[src/rtl/control_unit.sv]
// Hardwired control sequencer for a single-bus datapath: fetch (T0-T2),
// operand/ALU steps (T3-T6), stop-at-boundary halting and async reset.
module control_unit (
  input  logic        Clock,
  input  logic        Reset,
  input  logic        Stop,
  input  logic [31:0] IR,
  output logic        Run,
  output logic        PCout,
  output logic        Zhighout,
  output logic        Zlowout,
  output logic        MDRout,
  output logic        HIout,
  output logic        LOout,
  output logic        PCin,
  output logic        MARin,
  output logic        MDRin,
  output logic        IRin,
  output logic        Yin,
  output logic        Zin,
  output logic        HIin,
  output logic        LOin,
  output logic        IncPC,
  output logic        Read,
  output logic [15:0] Rin,
  output logic [15:0] Rout,
  output logic [4:0]  opcode,
  output logic [3:0]  fsm_state
);

  localparam logic [3:0] S_RST  = 4'd0;
  localparam logic [3:0] S_T0   = 4'd1;
  localparam logic [3:0] S_T1   = 4'd2;
  localparam logic [3:0] S_T2   = 4'd3;
  localparam logic [3:0] S_T3   = 4'd4;
  localparam logic [3:0] S_T4   = 4'd5;
  localparam logic [3:0] S_T5   = 4'd6;
  localparam logic [3:0] S_T6   = 4'd7;
  localparam logic [3:0] S_HALT = 4'd8;

  logic [3:0] state;
  logic [3:0] next_state;
  logic       stop_pending;
  logic [4:0] op;
  logic [3:0] ra;
  logic [3:0] rb;
  logic [3:0] rc;
  logic       is_alu;
  logic       is_muldiv;
  logic       is_halt;
  logic [3:0] boundary_state;
  logic       unused_ir;

  assign op = IR[31:27];
  assign ra = IR[26:23];
  assign rb = IR[22:19];
  assign rc = IR[18:15];
  // Low IR bits carry immediates the sequencer never looks at.
  assign unused_ir = ^IR[14:0];

  assign is_alu    = (op >= 5'd3) && (op <= 5'd10);
  assign is_muldiv = (op == 5'd15) || (op == 5'd16);
  assign is_halt   = (op == 5'd27);

  // Any transition back to T0 becomes HALT once a stop has been seen,
  // including a Stop arriving on this very edge.
  assign boundary_state = (stop_pending || Stop) ? S_HALT : S_T0;
  assign fsm_state = state;

  always_ff @(posedge Clock or negedge Reset) begin
    if (!Reset) begin
      state        <= S_RST;
      stop_pending <= 1'b0;
    end else begin
      state <= next_state;
      if (Stop) stop_pending <= 1'b1;
    end
  end

  always_comb begin
    next_state = state;
    case (state)
      S_RST:  next_state = boundary_state;
      S_T0:   next_state = S_T1;
      S_T1:   next_state = S_T2;
      S_T2:   next_state = S_T3;
      S_T3: begin
        if (is_alu || is_muldiv) next_state = S_T4;
        else if (is_halt)        next_state = S_HALT;
        else                     next_state = boundary_state;
      end
      S_T4:   next_state = S_T5;
      S_T5:   next_state = is_muldiv ? S_T6 : boundary_state;
      S_T6:   next_state = boundary_state;
      S_HALT: next_state = S_HALT;
      default: next_state = S_RST;
    endcase
  end

  always_comb begin
    Run      = 1'b0;
    PCout    = 1'b0;
    Zhighout = 1'b0;
    Zlowout  = 1'b0;
    MDRout   = 1'b0;
    HIout    = 1'b0;
    LOout    = 1'b0;
    PCin     = 1'b0;
    MARin    = 1'b0;
    MDRin    = 1'b0;
    IRin     = 1'b0;
    Yin      = 1'b0;
    Zin      = 1'b0;
    HIin     = 1'b0;
    LOin     = 1'b0;
    IncPC    = 1'b0;
    Read     = 1'b0;
    Rin      = 16'h0000;
    Rout     = 16'h0000;
    opcode   = 5'b00000;
    case (state)
      S_T0: begin
        Run = 1'b1; PCout = 1'b1; MARin = 1'b1; IncPC = 1'b1; Zin = 1'b1;
      end
      S_T1: begin
        Run = 1'b1; Zlowout = 1'b1; PCin = 1'b1; Read = 1'b1; MDRin = 1'b1;
      end
      S_T2: begin
        Run = 1'b1; MDRout = 1'b1; IRin = 1'b1;
      end
      S_T3: begin
        Run = 1'b1;
        if (is_alu || is_muldiv) begin
          Rout = 16'h0001 << rb;
          Yin  = 1'b1;
        end
      end
      S_T4: begin
        Run    = 1'b1;
        Rout   = 16'h0001 << rc;
        Zin    = 1'b1;
        opcode = op;
      end
      S_T5: begin
        Run     = 1'b1;
        Zlowout = 1'b1;
        if (is_muldiv)   LOin = 1'b1;
        else if (is_alu) Rin  = 16'h0001 << ra;
      end
      S_T6: begin
        Run = 1'b1; Zhighout = 1'b1; HIin = 1'b1;
      end
      default: ;
    endcase
  end

endmodule

[config.mk]
export PLATFORM = sky130hd
export DESIGN_NAME = control_unit
export DESIGN_NICKNAME = d
export VERILOG_FILES = /design/src/rtl/control_unit.sv
export SDC_FILE = /design/constraint.sdc
export NUM_CORES = 1
export LEC_CHECK = 0
export CORE_MARGIN = 2
export CORE_UTILIZATION = 33
export DETAILED_ROUTE_END_ITERATION = 10
export MAX_ROUTING_LAYER = met4
export PLACE_DENSITY = 0.89
export SYNTH_ARGS = -nofsm -noshare
export SYNTH_HDL_FRONTEND = slang
export SYNTH_SLANG_ARGS = --single-unit
[constraint.sdc]
create_clock -name Clock -period 9.2 [get_ports Clock]
set_clock_uncertainty 0.15 [all_clocks]
set_input_delay 2.76 -clock Clock [delete_from_list [all_inputs] [get_ports Clock]]
set_output_delay 2.76 -clock Clock [all_outputs]
set_load 0.005 [all_outputs]
==> impl_metrics.yaml <==
timing:
  fin_setup_tns_ns: 0
  rsz0062_at_grt: "false"
  final_hold_viol_count: 0
  fin_ws_ns: 0.994
  max-slew-margin-rel_pct: 54.8
  fin_crit_ns: 8.21
  min_period_over_period_pct: 89.2
  finalMaxSlewViolations: 0
  setup_viol: 0
  fmax_mhz: 122
  worst_slew_pin_slew_ns: 0.671
worst_setup_path:
  critPathLaunchType: "input pin"
  critPathMaxFanout: 18
  worstSetupPathType: "in2out"
  setup.worst_path.end_class: "output pin"
  r2r-start: "fsm_state[2]$_DFF_PN0_"
  worstPathRequired_ns: 6.29
  worstPathArrival_ns: 5.30
  ff2ff_path_depth: 4
  cp-startpoint: "IR[29]"
cts:
  cts-root-buf: "clkbuf_4"
  clkTransAtPathRegs_ns: 0.04
  clock_latency_ns: 0.24
  ctsResizeCount: 0
  h-tree-depth: 1
  cts_setup_buffers: 0
  cts_hold_buf: 0
  cts_buffers: 3
  cts_tree: "yes"
  clock_sinks: 5
  clockBufferDepth: 2
synthesis:
  synth-xor-area-share_pct: 1.82
  synth_fa_ha_area_share_pct: 0
  synth_top_family_by_area: "simple AND/OR/NAND/NOR gates"
  synth-compound-area-share_pct: 23.8
  synth.distinct_cells: 41
  syn_area_per_cell_sq_um: 6.46
  muxShareOfSynthArea_pct: 0
  synth-seq-cells: 5
  ys.warnings.count: 0
  postSynthCellCount: 149
  yosys.area_share.simple_pct: 46.4
  synthesis.area_sq_um: 962
  yosysSeqAreaShare_pct: 13.0
floorplanning:
  die_w_um: 58.0
  die_y_um: 58.0
  io-pin-count: 93
  core_area_sq_um: 2760
  initial_utilization_pct: 34.9
  die-area_sq_um: 3360
  rows: 19
power_and_ir_drop:
  power.density_nw_per_um2: 41.9
  power_mw: 0.0700
  ir_drop_uv: 49.0
  cellLeakagePower_nw: 0.577
routing:
  drtAntennaViolNets: 0
  vias_per_cell: 5.36
  route.detailed.drc: 0
  routed_wl_mm: 3.15
  post_drt_wl_per_cell_um: 12.8
  dr.first_iter.drc_count: 55
  num_vias: 1319
  drt-pass1-iter-count: 4
cells_and_area:
  diodes: 0
  area_growth_pct: 73.3
  final_cells: 246
  final_nets: 251
  finish.utilization_pct: 60.5
  drive_above_1_share_pct: 3.26
job:
  maxCapViolations: 0
placement:
  hpwl_mm: 2.48
  gp_congestion: 0.879
  place_inst: 242
  post-place-ws_ns: 1.02
  port_buffers: 75
worst_hold_path:
  hold_depth: 1
  hold_class: "reg2reg"
  hold_start: "stop_pending$_DFFE_PN0P_"
global_route:
  grt_max_degree: 19
  grt_pass1_wl_mm: 4.95
  grt_usage_pct: 18.6
  grt_pass1_vias: 1128
  antenna_found_initial: 0
  overflow: 0
status:
  outcome: "completed"
[sequential cells by signal (all words and copies together) (netlist names)]
name,flops
stop_pending,1
fsm_state,4
[worst paths after layout]
kind / to / slack, ns
min reg2reg: stop_pending$_DFFE_PN0P_ / 0.36
min: stop_pending$_DFFE_PN0P_ / 0.36
min in group asynchronous: fsm_state[0]$_DFF_PN0_ / 2.58
max reg2reg: fsm_state[2]$_DFF_PN0_ / 7.25
max in group asynchronous: fsm_state[2]$_DFF_PN0_ / 6.13
max: Rout[12] / 0.99
[cells in the mapped netlist]
master / count / area share [%]
a211o_1: 1 / 0.91
a21o_1: 1 / 0.78
a21oi_1: 3 / 1.6
a22oi_1: 1 / 0.78
a31oi_1: 1 / 0.65
a32oi_1: 1 / 0.91
and2_1: 4 / 2.6
and3_1: 1 / 0.65
and3b_1: 1 / 0.91
buf_2: 1 / 0.52
buf_4: 8 / 6.2
buf_6: 3 / 3.5
buf_8: 1 / 1.6
clkbuf_1: 2 / 0.78
conb_1: 1 / 0.39
dfrtp_1: 5 / 13
inv_1: 4 / 1.6
inv_2: 1 / 0.39
nand2_1: 21 / 8.2
nand2b_1: 9 / 5.9
nand3_1: 4 / 2.1
nand4_1: 7 / 4.6
nor2_1: 21 / 8.2
nor2b_1: 2 / 1.3
nor3_1: 12 / 6.2
nor3b_1: 2 / 1.6
nor4_1: 1 / 0.65
nor4bb_1: 1 / 1.0
o2111a_1: 1 / 1.2
o211ai_1: 1 / 0.78
o21ai_0: 2 / 1.0
o21ai_1: 1 / 0.52
o22ai_1: 1 / 0.65
o31a_1: 1 / 0.91
o31ai_1: 11 / 8.6
o32ai_1: 1 / 0.91
o41ai_1: 4 / 3.6
or2_1: 1 / 0.65
or2_2: 2 / 1.3
or3_1: 1 / 0.65
xnor2_1: 2 / 1.8
[critical path, cell delays in order]
cell             delay, ns
clkdlybuf4s50_1       0.52
o31a_1                0.33
a31oi_1               0.14
o21ai_1               0.12
or2_1                 0.46
o31ai_1               0.40
clkdlybuf4s50_1       0.57
[where the power goes]
part | internal (mW) | switching, mW
Sequential | 0.0221 | 0.00000000000000000168
Clock | 0.0164 | 0.00901
Combinational | 0.0107 | 0.0118
[per-layer routing]
metal  share of wire (%)  track usage, %  wire length (um)  vias up
li1                    -               -                 -      667
met1                  40            21.8              1250      574
met2                  50            32.5              1570       76
met3                  10            3.57               320        2
met4                0.32            4.65                10        0
met5                   0               -                 0        -
[final cells by class]
type / count / area, sq um
Fill cell: 265 / 1090
Sequential cell: 5 / 125
Timing Repair Buffer: 76 / 758
Tap cell: 31 / 38.8
Clock buffer: 4 / 26.3
Multi-Input combinational cell: 125 / 701
Inverter: 5 / 18.8
[stage by stage]
stage / area [sq um] / hold WS (ns)
after CTS: 1670 / 0.352
after floorplan: 966 / 0.426
after global placement: 1640 / 0.339
after detailed placement: 1640 / 0.341
after global routing: 1670 / 0.359
final: 1670 / 0.360
[placed cells by master, fill, tap and decap left out, types with 2 or more instances in the layout]
cell	count
nand2b_1	9
inv_1	4
or2_2	2
nor3b_1	2
a21oi_1	3
o41ai_1	4
and2_1	4
nand2_1	21
nand3_1	4
nor2_1	21
nor3_1	12
nand4_1	7
clkdlybuf4s50_1	75
clkbuf_4	3
dfrtp_1	5
o21ai_0	2
conb_1	2
xnor2_1	2
o31ai_1	11
nor2b_1	2
[cell families (layout without fill, tap and decap cells)]
kind of cell,count (synthesis),count (layout)
AND/OR/NAND/NOR,90,90
buffers and inverters,20,85
other,1,2
XOR/XNOR,2,2
AO/OA/AOI/OAI,31,31
flip-flops,5,5
No activity file was read; power rests on OpenSTA's default activity.
